**src/rtl/ex_muldiv_seq.sv**
```systemverilog
// RV32M multiply/divide sequencer for the execute stage.
// Radix-2 shift-add multiply and restoring divide, one bit per cycle,
// with single-cycle fast paths for divide-by-zero and signed overflow.
module ex_muldiv_seq #(
  parameter int WD_SIZE        = 32,
  parameter int INSTR_REG_SIZE = 5,
  parameter int FUNCT3_SIZE    = 3
) (
  input  logic                      clk,
  input  logic                      reset,
  input  logic                      req_valid_i,
  output logic                      req_ready_o,
  input  logic [FUNCT3_SIZE-1:0]    funct3_i,
  input  logic [WD_SIZE-1:0]        op1_data_i,
  input  logic [WD_SIZE-1:0]        op2_data_i,
  input  logic [INSTR_REG_SIZE-1:0] rd_i,
  input  logic                      flush_i,
  output logic                      busy_o,
  output logic                      resp_valid_o,
  input  logic                      resp_ready_i,
  output logic [WD_SIZE-1:0]        result_o,
  output logic [INSTR_REG_SIZE-1:0] rd_o
);

  localparam int CW = $clog2(WD_SIZE);

  localparam logic [1:0] ST_IDLE = 2'd0;
  localparam logic [1:0] ST_CALC = 2'd1;
  localparam logic [1:0] ST_DONE = 2'd2;

  localparam logic [FUNCT3_SIZE-1:0] F3_MUL    = FUNCT3_SIZE'(0);
  localparam logic [FUNCT3_SIZE-1:0] F3_MULH   = FUNCT3_SIZE'(1);
  localparam logic [FUNCT3_SIZE-1:0] F3_MULHSU = FUNCT3_SIZE'(2);
  localparam logic [FUNCT3_SIZE-1:0] F3_DIV    = FUNCT3_SIZE'(4);
  localparam logic [FUNCT3_SIZE-1:0] F3_REM    = FUNCT3_SIZE'(6);

  localparam logic [WD_SIZE-1:0] MIN_NEG = {1'b1, {(WD_SIZE-1){1'b0}}};

  logic [1:0]             state;
  logic [CW-1:0]          cnt;
  logic [FUNCT3_SIZE-1:0] f3_q;
  logic                   neg_q;    // result must be negated at the end
  logic [WD_SIZE-1:0]     opb_q;    // multiplicand (mul) or divisor (div)
  logic [WD_SIZE-1:0]     acc_hi;   // product high / partial remainder
  logic [WD_SIZE-1:0]     acc_lo;   // multiplier bits / dividend->quotient

  assign req_ready_o  = (state == ST_IDLE) && !reset;
  assign busy_o       = (state != ST_IDLE) || (req_valid_i && req_ready_o);
  assign resp_valid_o = (state == ST_DONE);

  // Operand decode at accept: MUL is run unsigned since its low half is
  // sign-independent, which keeps the final correction to high-half ops.
  logic               sgn1, sgn2, neg1, neg2, res_neg, div0, ovf, fast;
  logic [WD_SIZE-1:0] mag1, mag2, fast_res;

  always_comb begin
    sgn1     = (funct3_i == F3_MULH) || (funct3_i == F3_MULHSU) ||
               (funct3_i == F3_DIV)  || (funct3_i == F3_REM);
    sgn2     = (funct3_i == F3_MULH) || (funct3_i == F3_DIV) || (funct3_i == F3_REM);
    neg1     = sgn1 && op1_data_i[WD_SIZE-1];
    neg2     = sgn2 && op2_data_i[WD_SIZE-1];
    mag1     = neg1 ? -op1_data_i : op1_data_i;
    mag2     = neg2 ? -op2_data_i : op2_data_i;
    res_neg  = (funct3_i == F3_REM) ? neg1 : (neg1 ^ neg2);
    div0     = funct3_i[2] && (op2_data_i == '0);
    ovf      = ((funct3_i == F3_DIV) || (funct3_i == F3_REM)) &&
               (op1_data_i == MIN_NEG) && (op2_data_i == '1);
    fast     = div0 || ovf;
    fast_res = '0;
    if (div0)     fast_res = funct3_i[1] ? op1_data_i : '1;
    else if (ovf) fast_res = funct3_i[1] ? '0 : MIN_NEG;
  end

  // One iteration of both datapaths plus the sign-corrected final result.
  logic [WD_SIZE:0]       mul_sum, div_sh, div_diff;
  logic                   div_ok;
  logic [WD_SIZE-1:0]     hi_nx, lo_nx, quo_s, rem_s, final_res;
  logic [2*WD_SIZE-1:0]   prod, prod_s;

  always_comb begin
    mul_sum  = {1'b0, acc_hi} + (acc_lo[0] ? {1'b0, opb_q} : '0);
    div_sh   = {acc_hi, acc_lo[WD_SIZE-1]};
    div_diff = div_sh - {1'b0, opb_q};
    div_ok   = !div_diff[WD_SIZE];
    if (f3_q[2]) begin
      hi_nx = div_ok ? div_diff[WD_SIZE-1:0] : div_sh[WD_SIZE-1:0];
      lo_nx = {acc_lo[WD_SIZE-2:0], div_ok};
    end else begin
      hi_nx = mul_sum[WD_SIZE:1];
      lo_nx = {mul_sum[0], acc_lo[WD_SIZE-1:1]};
    end
    prod   = {hi_nx, lo_nx};
    prod_s = neg_q ? -prod : prod;
    quo_s  = neg_q ? -lo_nx : lo_nx;
    rem_s  = neg_q ? -hi_nx : hi_nx;
    if (f3_q[2])             final_res = f3_q[1] ? rem_s : quo_s;
    else if (f3_q == F3_MUL) final_res = prod_s[WD_SIZE-1:0];
    else                     final_res = prod_s[2*WD_SIZE-1:WD_SIZE];
  end

  // Sequencer: accept, iterate, hold result until writeback takes it.
  always_ff @(posedge clk) begin
    if (reset) begin
      state    <= ST_IDLE;
      cnt      <= '0;
      f3_q     <= '0;
      neg_q    <= 1'b0;
      opb_q    <= '0;
      acc_hi   <= '0;
      acc_lo   <= '0;
      result_o <= '0;
      rd_o     <= '0;
    end else if (flush_i) begin
      state <= ST_IDLE;
    end else begin
      case (state)
        ST_IDLE: if (req_valid_i) begin
          f3_q  <= funct3_i;
          rd_o  <= rd_i;
          neg_q <= res_neg;
          if (fast) begin
            result_o <= fast_res;
            state    <= ST_DONE;
          end else begin
            opb_q  <= funct3_i[2] ? mag2 : mag1;
            acc_lo <= funct3_i[2] ? mag1 : mag2;
            acc_hi <= '0;
            cnt    <= CW'(WD_SIZE-1);
            state  <= ST_CALC;
          end
        end
        ST_CALC: begin
          acc_hi <= hi_nx;
          acc_lo <= lo_nx;
          cnt    <= cnt - 1'b1;
          if (cnt == '0) begin
            result_o <= final_res;
            state    <= ST_DONE;
          end
        end
        ST_DONE: if (resp_ready_i) state <= ST_IDLE;
        default: state <= ST_IDLE;
      endcase
    end
  end

endmodule
```
**config.mk**
```make
export PLATFORM = sky130hd
export DESIGN_NAME = ex_muldiv_seq
export DESIGN_NICKNAME = d
export VERILOG_FILES = /design/src/rtl/ex_muldiv_seq.sv
export SDC_FILE = /design/constraint.sdc
export NUM_CORES = 1
export LEC_CHECK = 0
export ABC_AREA = 0
export CAP_MARGIN = 20
export CORE_UTILIZATION = 30
export DETAILED_ROUTE_END_ITERATION = 7
export GPL_ROUTABILITY_DRIVEN = 0
export SETUP_SLACK_MARGIN = 0.15
export SLEW_MARGIN = 20
export SYNTH_ARGS = -nofsm -noshare
export SYNTH_HDL_FRONTEND = slang
export SYNTH_SLANG_ARGS = --single-unit
```
**constraint.sdc**
```tcl
create_clock -name clk -period 5.89 [get_ports clk]
set_input_delay 1.4725 -clock clk [delete_from_list [all_inputs] [get_ports clk]]
set_output_delay 1.4725 -clock clk [all_outputs]
set_load 0.01 [all_outputs]
```
After elaboration in Yosys (flattened, before gate mapping). Index checks and enable logic that the tools add are counted. Widths: inputs -> output; s select.

Register bits: 144. Output and inout port bits: 40. Word-level logic and storage cells: 99.

Multiplexer cells: 37. Add/sub/neg operators: 8. Bitwise gates (word level): 3. Reductions and logical operators: 29. Eq/ne operators: 13.

Operator list (count): $mux 32 (24); $pmux 32 s2 (3); $neg 32->32 (4); $eq 32x32->1 const B (2); $mux 64 (1); $neg 64->64 (1); $add 32x32->33 (1); $sub 33x32->33 (1); $logic_not 32->1 (1); $mux 5 (2); $pmux 5 s2 (1); $logic_or 1x1->1 (8); $mux 2 (4); $ne 2x2->1 const B (4); $reduce_and 4->1 (2); $logic_and 1x1->1 (7); $eq 3x3->1 const B (2); $pmux 2 s3 (1); $reduce_and 3->1 (2); $logic_not 5->1 (1); $reduce_and 5->1 (1); $sub 5x1->5 const B (1); $reduce_bool 2->1 (2); $eq 3x1->1 const B (1); other kinds (11) (13).

Logic depth before layout (Yosys ltp).
Depth after elaboration: 10. Mapped depth: 25. Mapped depth without buffers: 23.

Worst setup path before layout. Ideal clock, no wire load.

Kind: register to register. Start: register opb_q[7]. End: register result_o[26]. Period minus slack after synthesis: 5.369 ns. Setup slack: 0.521 ns. Setup time: 0.131 ns. Stages on the path, launching flop included: 26. Data arrival time: 5.238 ns. Cells stage by stage: dfxtp_1 inv_1 ha_1 buf_6 a21oi_4 inv_2 o31ai_4 a21oi_2 a2111o_1 buf_6 nand2_2 buf_1 nor2_1 a21oi_1 ha_1 o221ai_1 or3_1 or3_1 nor3_1 nand3_1 nand2_1 nand3_1 o31ai_1 xnor2_1 a2111oi_0 nor3_1.

Cells in the longest elaborated chain, start to end: 9. Elaborated cells between the ends (all ways): 18. Those cells by class: add/sub (5); mux (12); reduce/logical (1).

Ends and longest elaborated chain: start: declaration (line 43) `logic [WD_SIZE-1:0] opb_q;`; start signal: assignment (line 125) `opb_q <= funct3_i[2] ? mag2 : mag1;`; $sub 33x32->33 or $mux 32 (tied branches) (line 83, 81); $mux 32 (tied with other cells) (line 86) `hi_nx = div_ok ? div_diff[WD_SIZE-1:0] : div_sh[WD_SIZE-1:0];`; $mux 32 (line 85) `if (f3_q[2]) begin`; $neg 64->64 (tied with other cells) (line 93) `prod_s = neg_q ? -prod : prod;`; $mux 64 (tied with other cells) (line 93); $mux 32, on equally long branches (line 97, 96); $mux 32 (*) (line 96) `if (f3_q[2]) final_res = f3_q[1] ? rem_s : quo_s;`; $mux 32 (*) (line 136) `if (cnt == '0) begin`; $pmux 32 s2 (*) (line 116) `case (state)`; end signal: assignment (line 122) `result_o <= fast_res;`; end signal: assignment (line 137) `result_o <= final_res;`; end: declaration (line 21) `output logic [WD_SIZE-1:0] result_o,`.

Mark *: on every way between the ends. The rest lies on a longest branch, timed or not. The select of a mux whose other input is x is not followed. A chain may end at the register's enable or synchronous reset.

Final worst setup path.
Start: register opb_q[7]. End: register result_o[28].

Same word-level chain as after synthesis.

==> flow_metrics.py <==
metrics = {
    "outcome": {
        "status": "finished, final reports clean",
    },
    "synth": {
        "syn_inst": 2355,
        "synth_seq_area_share": 0.1769,
        "yosys_warnings": 0,
        "synthMuxAreaShare": 0.04285,
        "synth_top_family_by_area": "compound AO/OA/AOI/OAI gates",
        "synth_area_um2": 16290,
        "yosys.area_share.xor_xnor": 0.08923,
        "synth_fa_ha_area_frac": 0.05698,
        "async_flop_share": 0,
        "ys_seq_elements": 144,
        "synth_ff_type": "dfxtp_1",
        "syn_avg_cell_area_um2": 6.919,
        "synth_simple_gate_area_frac": 0.2542,
        "syn_nets": 2505,
        "synth_compound_area_frac": 0.3228,
        "synth_edf_count": 0,
        "yosysUniqueCellTypes": 100,
    },
    "critical_path": {
        "reg2reg_slack_ns": 0.37,
        "crit_path_start_kind": "register",
        "critPathRequiredTime_ns": 6.29,
        "cp_common_cell": "or3_1",
        "cp.arrival_ns": 5.92,
        "r2r_start": "opb_q[7]$_SDFFE_PP0P_",
        "critical_path.endpoint": "result_o[28]$_SDFFE_PP0P_",
        "cp_slowest_stage_delay_ns": 0.57,
        "worst-setup-path-type": "reg -> reg",
        "rr_worst_depth": 21,
        "cp_slowest_cell": "o41ai_1",
        "cp-startpoint": "opb_q[7]$_SDFFE_PP0P_",
        "r2r-end": "result_o[28]$_SDFFE_PP0P_",
        "cp_cell_sequence": "inv_1 -> ha_1 -> a21oi_4 -> inv_2 -> o31ai_4 -> a21oi_2 -> a2111o_1 -> nand2_2 -> nor2_1 -> a21oi_1 -> ha_2 -> o221ai_1 -> or3_1 -> or3_1 -> nor3_2 -> buf_4 -> nand2_1 -> o41ai_1 -> xor2_1 -> o21ai_0 -> o2111a_1",
        "critPathCaptureType": "register",
        "path_max_fanout": 9,
    },
    "detailed_routing": {
        "routedWlPerCell_um": 22.30,
        "wl_met2_um": 29100,
        "vias": 19100,
        "drc": 0,
        "drtIter0Drc": 2686,
        "top_layer_used": "met5",
        "wirelength_um": 69740,
        "via_per_inst": 6.108,
        "antenna_left": 0,
        "wl_met3_um": 8048,
        "drt_first_pass_iters": 8,
        "drt-met1-wl_um": 29630,
    },
    "die": {
        "die_h_um": 235.1,
        "core_area_um2": 53710,
        "dieArea_um2": 55250,
        "rows": 85,
        "start_util": 0.3034,
        "chipWidth_um": 235.1,
        "pin_count": 117,
    },
    "sta": {
        "rsz0062_at_grt": "false",
        "whs_ns": 0.4646,
        "slew-limit-headroom": 0.2212,
        "clock_skew_ns": 0.01282,
        "layout_min_cycle_time_ns": 5.519,
        "final_hold_viol_count": 0,
        "fin_setup_tns_ns": 0,
        "worst-slew-pin-transition_ns": 1.167,
        "clock.fmax_mhz": 181.2,
        "min_period_over_period": 0.9370,
        "finalMaxSlewViolations": 0,
        "setup_viol": 0,
    },
    "power": {
        "leakage_nw": 7.003,
        "ir_drop_mv": 0.2002,
        "power_density_nw_per_um2": 188.6,
    },
    "hold_path": {
        "hp-start": "rd_o[4]$_SDFFE_PP0P_",
        "hold_class": "reg -> reg",
    },
    "flow_run": {
        "max_cap_violations": 0,
    },
    "cts": {
        "cts_buffers": 17,
        "cts_setup_buffers": 0,
        "numClockSinks": 144,
        "h-tree-depth": 4,
        "ctsHoldBuffers": 0,
        "clk_pin_slew_worst_paths_ns": 0.07,
        "ctsLongestPathBuffers": 2,
        "cts_root_buffer": "clkbuf_16",
        "cts_tree": "done",
        "clk_latency_ns": 0.46,
    },
    "grt": {
        "overflow": 0,
        "grt_usage": 0.2456,
        "antenna_found_initial": 3,
        "grt_pass1_wl_um": 106100,
        "grt_max_degree": 85,
        "grt_pass1_vias": 17400,
    },
    "final_layout": {
        "syn2layout_area_growth_pct": 16.90,
        "stdcell_count": 3127,
        "drive_gt1_frac": 0.08392,
        "nets": 2568,
        "n_fill_cell": 5650,
        "antennaDiodeCount": 0,
    },
    "place": {
        "place_inst": 3095,
        "io_buffers": 116,
        "hpwl_um": 53310,
    },
}
worst max-delay path: cells and delay by family, from the launching register on:
kind | cells | cell delay [ns]
adder cells (fa/ha/maj) | 2 | 0.70
AO/OA/AOI/OAI | 9 | 2.61
flip-flops | 1 | 0.38
AND/OR/NAND/NOR | 6 | 1.35
XOR/XNOR | 1 | 0.11
buffers and inverters | 3 | 0.30
stage by stage:
stage	total power [W]	worst slack, ns	util	instance area, um2
after floorplan	0.001910	0.5209	-	16290
after global placement	0.002336	0.2853	0.3426	18400
after detailed placement	0.002350	0.2321	0.3426	18400
after CTS	0.003542	0.3424	0.3542	19030
after global routing	0.003732	0.1494	0.3547	19050
final	0.003592	0.3708	0.3547	19050
flip-flops by register name, summed over array words and instances, names as in the netlist:
name,count
cnt,5
result_o,32
neg_q,1
rd_o,5
state,2
acc_lo,32
f3_q,3
acc_hi,32
opb_q,32
cell usage after synthesis, drive strengths merged (35+ instances only):
cell | count | area (um2)
o21ai | 187 | 939.7
xor2 | 66 | 578.1
inv | 72 | 270.3
clkbuf | 129 | 485.5
a21oi | 210 | 1074
o211ai | 84 | 630.6
dfxtp | 144 | 2883
nor2 | 239 | 899.6
nand2 | 275 | 1035
ha | 71 | 888.4
xnor2 | 100 | 875.8
nand3 | 42 | 210.2
and2 | 50 | 315.3
nor3 | 81 | 410.4
a31oi | 37 | 231.5
a211oi | 35 | 262.8
mux2i | 45 | 450.4
what timing repair did:
action | CTS | global route
hold endpoints to repair | 0 | 0
setup endpoints to repair | 0 | 11
resized for setup | 0 | 6
final cells by class:
| class | count | area [um2] | area share |
|---|---|---|---|
| Sequential cell | 144 | 2888 | 0.1516 |
| Timing Repair Buffer | 207 | 1862 | 0.09774 |
| Tap cell | 696 | 870.8 | 0.04572 |
| Clock buffer | 20 | 466.7 | 0.02450 |
| Clock inverter | 12 | 156.4 | 0.008211 |
| Inverter | 74 | 277.8 | 0.01458 |
| Multi-Input combinational cell | 1974 | 12530 | 0.6576 |
worst min path at each step:
stage	end	slack (ns)	cells after the start
3_5_place_dp	rd_o[4]$_SDFFE_PP0P_	0.45	2
6_report	rd_o[4]$_SDFFE_PP0P_	0.46	2
2_1_floorplan	opb_q[6]$_SDFFE_PP0P_	0.44	2
3_3_place_gp	rd_o[4]$_SDFFE_PP0P_	0.44	2
5_1_grt	rd_o[0]$_SDFFE_PP0P_	0.48	2
4_1_cts	rd_o[4]$_SDFFE_PP0P_	0.46	2
cell families (layout without fill, tap and decap cells):
| family | Yosys count | count (layout) |
|---|---|---|
| compound gates | 798 | 798 |
| xor+xnor | 166 | 166 |
| fa+ha+maj | 73 | 73 |
| buf+inv | 237 | 313 |
| flops | 144 | 144 |
| mux | 66 | 66 |
| simple gates | 871 | 871 |
cell usage in the layout (no fill, tap or decap), types with 35 or more instances in the layout:
cell | synthesis | final
xnor2_1 | 100 | 100
clkdlybuf4s50_1 | 0 | 114
xor2_1 | 66 | 66
a21oi_1 | 206 | 204
and2_1 | 48 | 48
a211oi_1 | 35 | 35
inv_1 | 70 | 70
nor2_1 | 238 | 236
dfxtp_1 | 144 | 142
mux2i_1 | 45 | 45
nand3_1 | 42 | 42
ha_1 | 71 | 70
a31oi_1 | 37 | 37
nand2_1 | 274 | 273
o211ai_1 | 84 | 84
o21ai_0 | 182 | 182
nor3_1 | 80 | 78
buf_4 | 0 | 90
layer usage:
metal | track usage | vias up
li1 | - | 8789
met4 | 0.1023 | 6
met2 | 0.3597 | 1137
met5 | 0 | -
met1 | 0.3365 | 8995
met3 | 0.06638 | 174
power by group:
part / switching (W) / internal (W)
clock: 0.000505 / 0.000703
combinational: 0.000832 / 0.000483
sequential: 0.0000501 / 0.00102
total: 0.00139 / 0.00220
(Power assumes the default switching activity.)
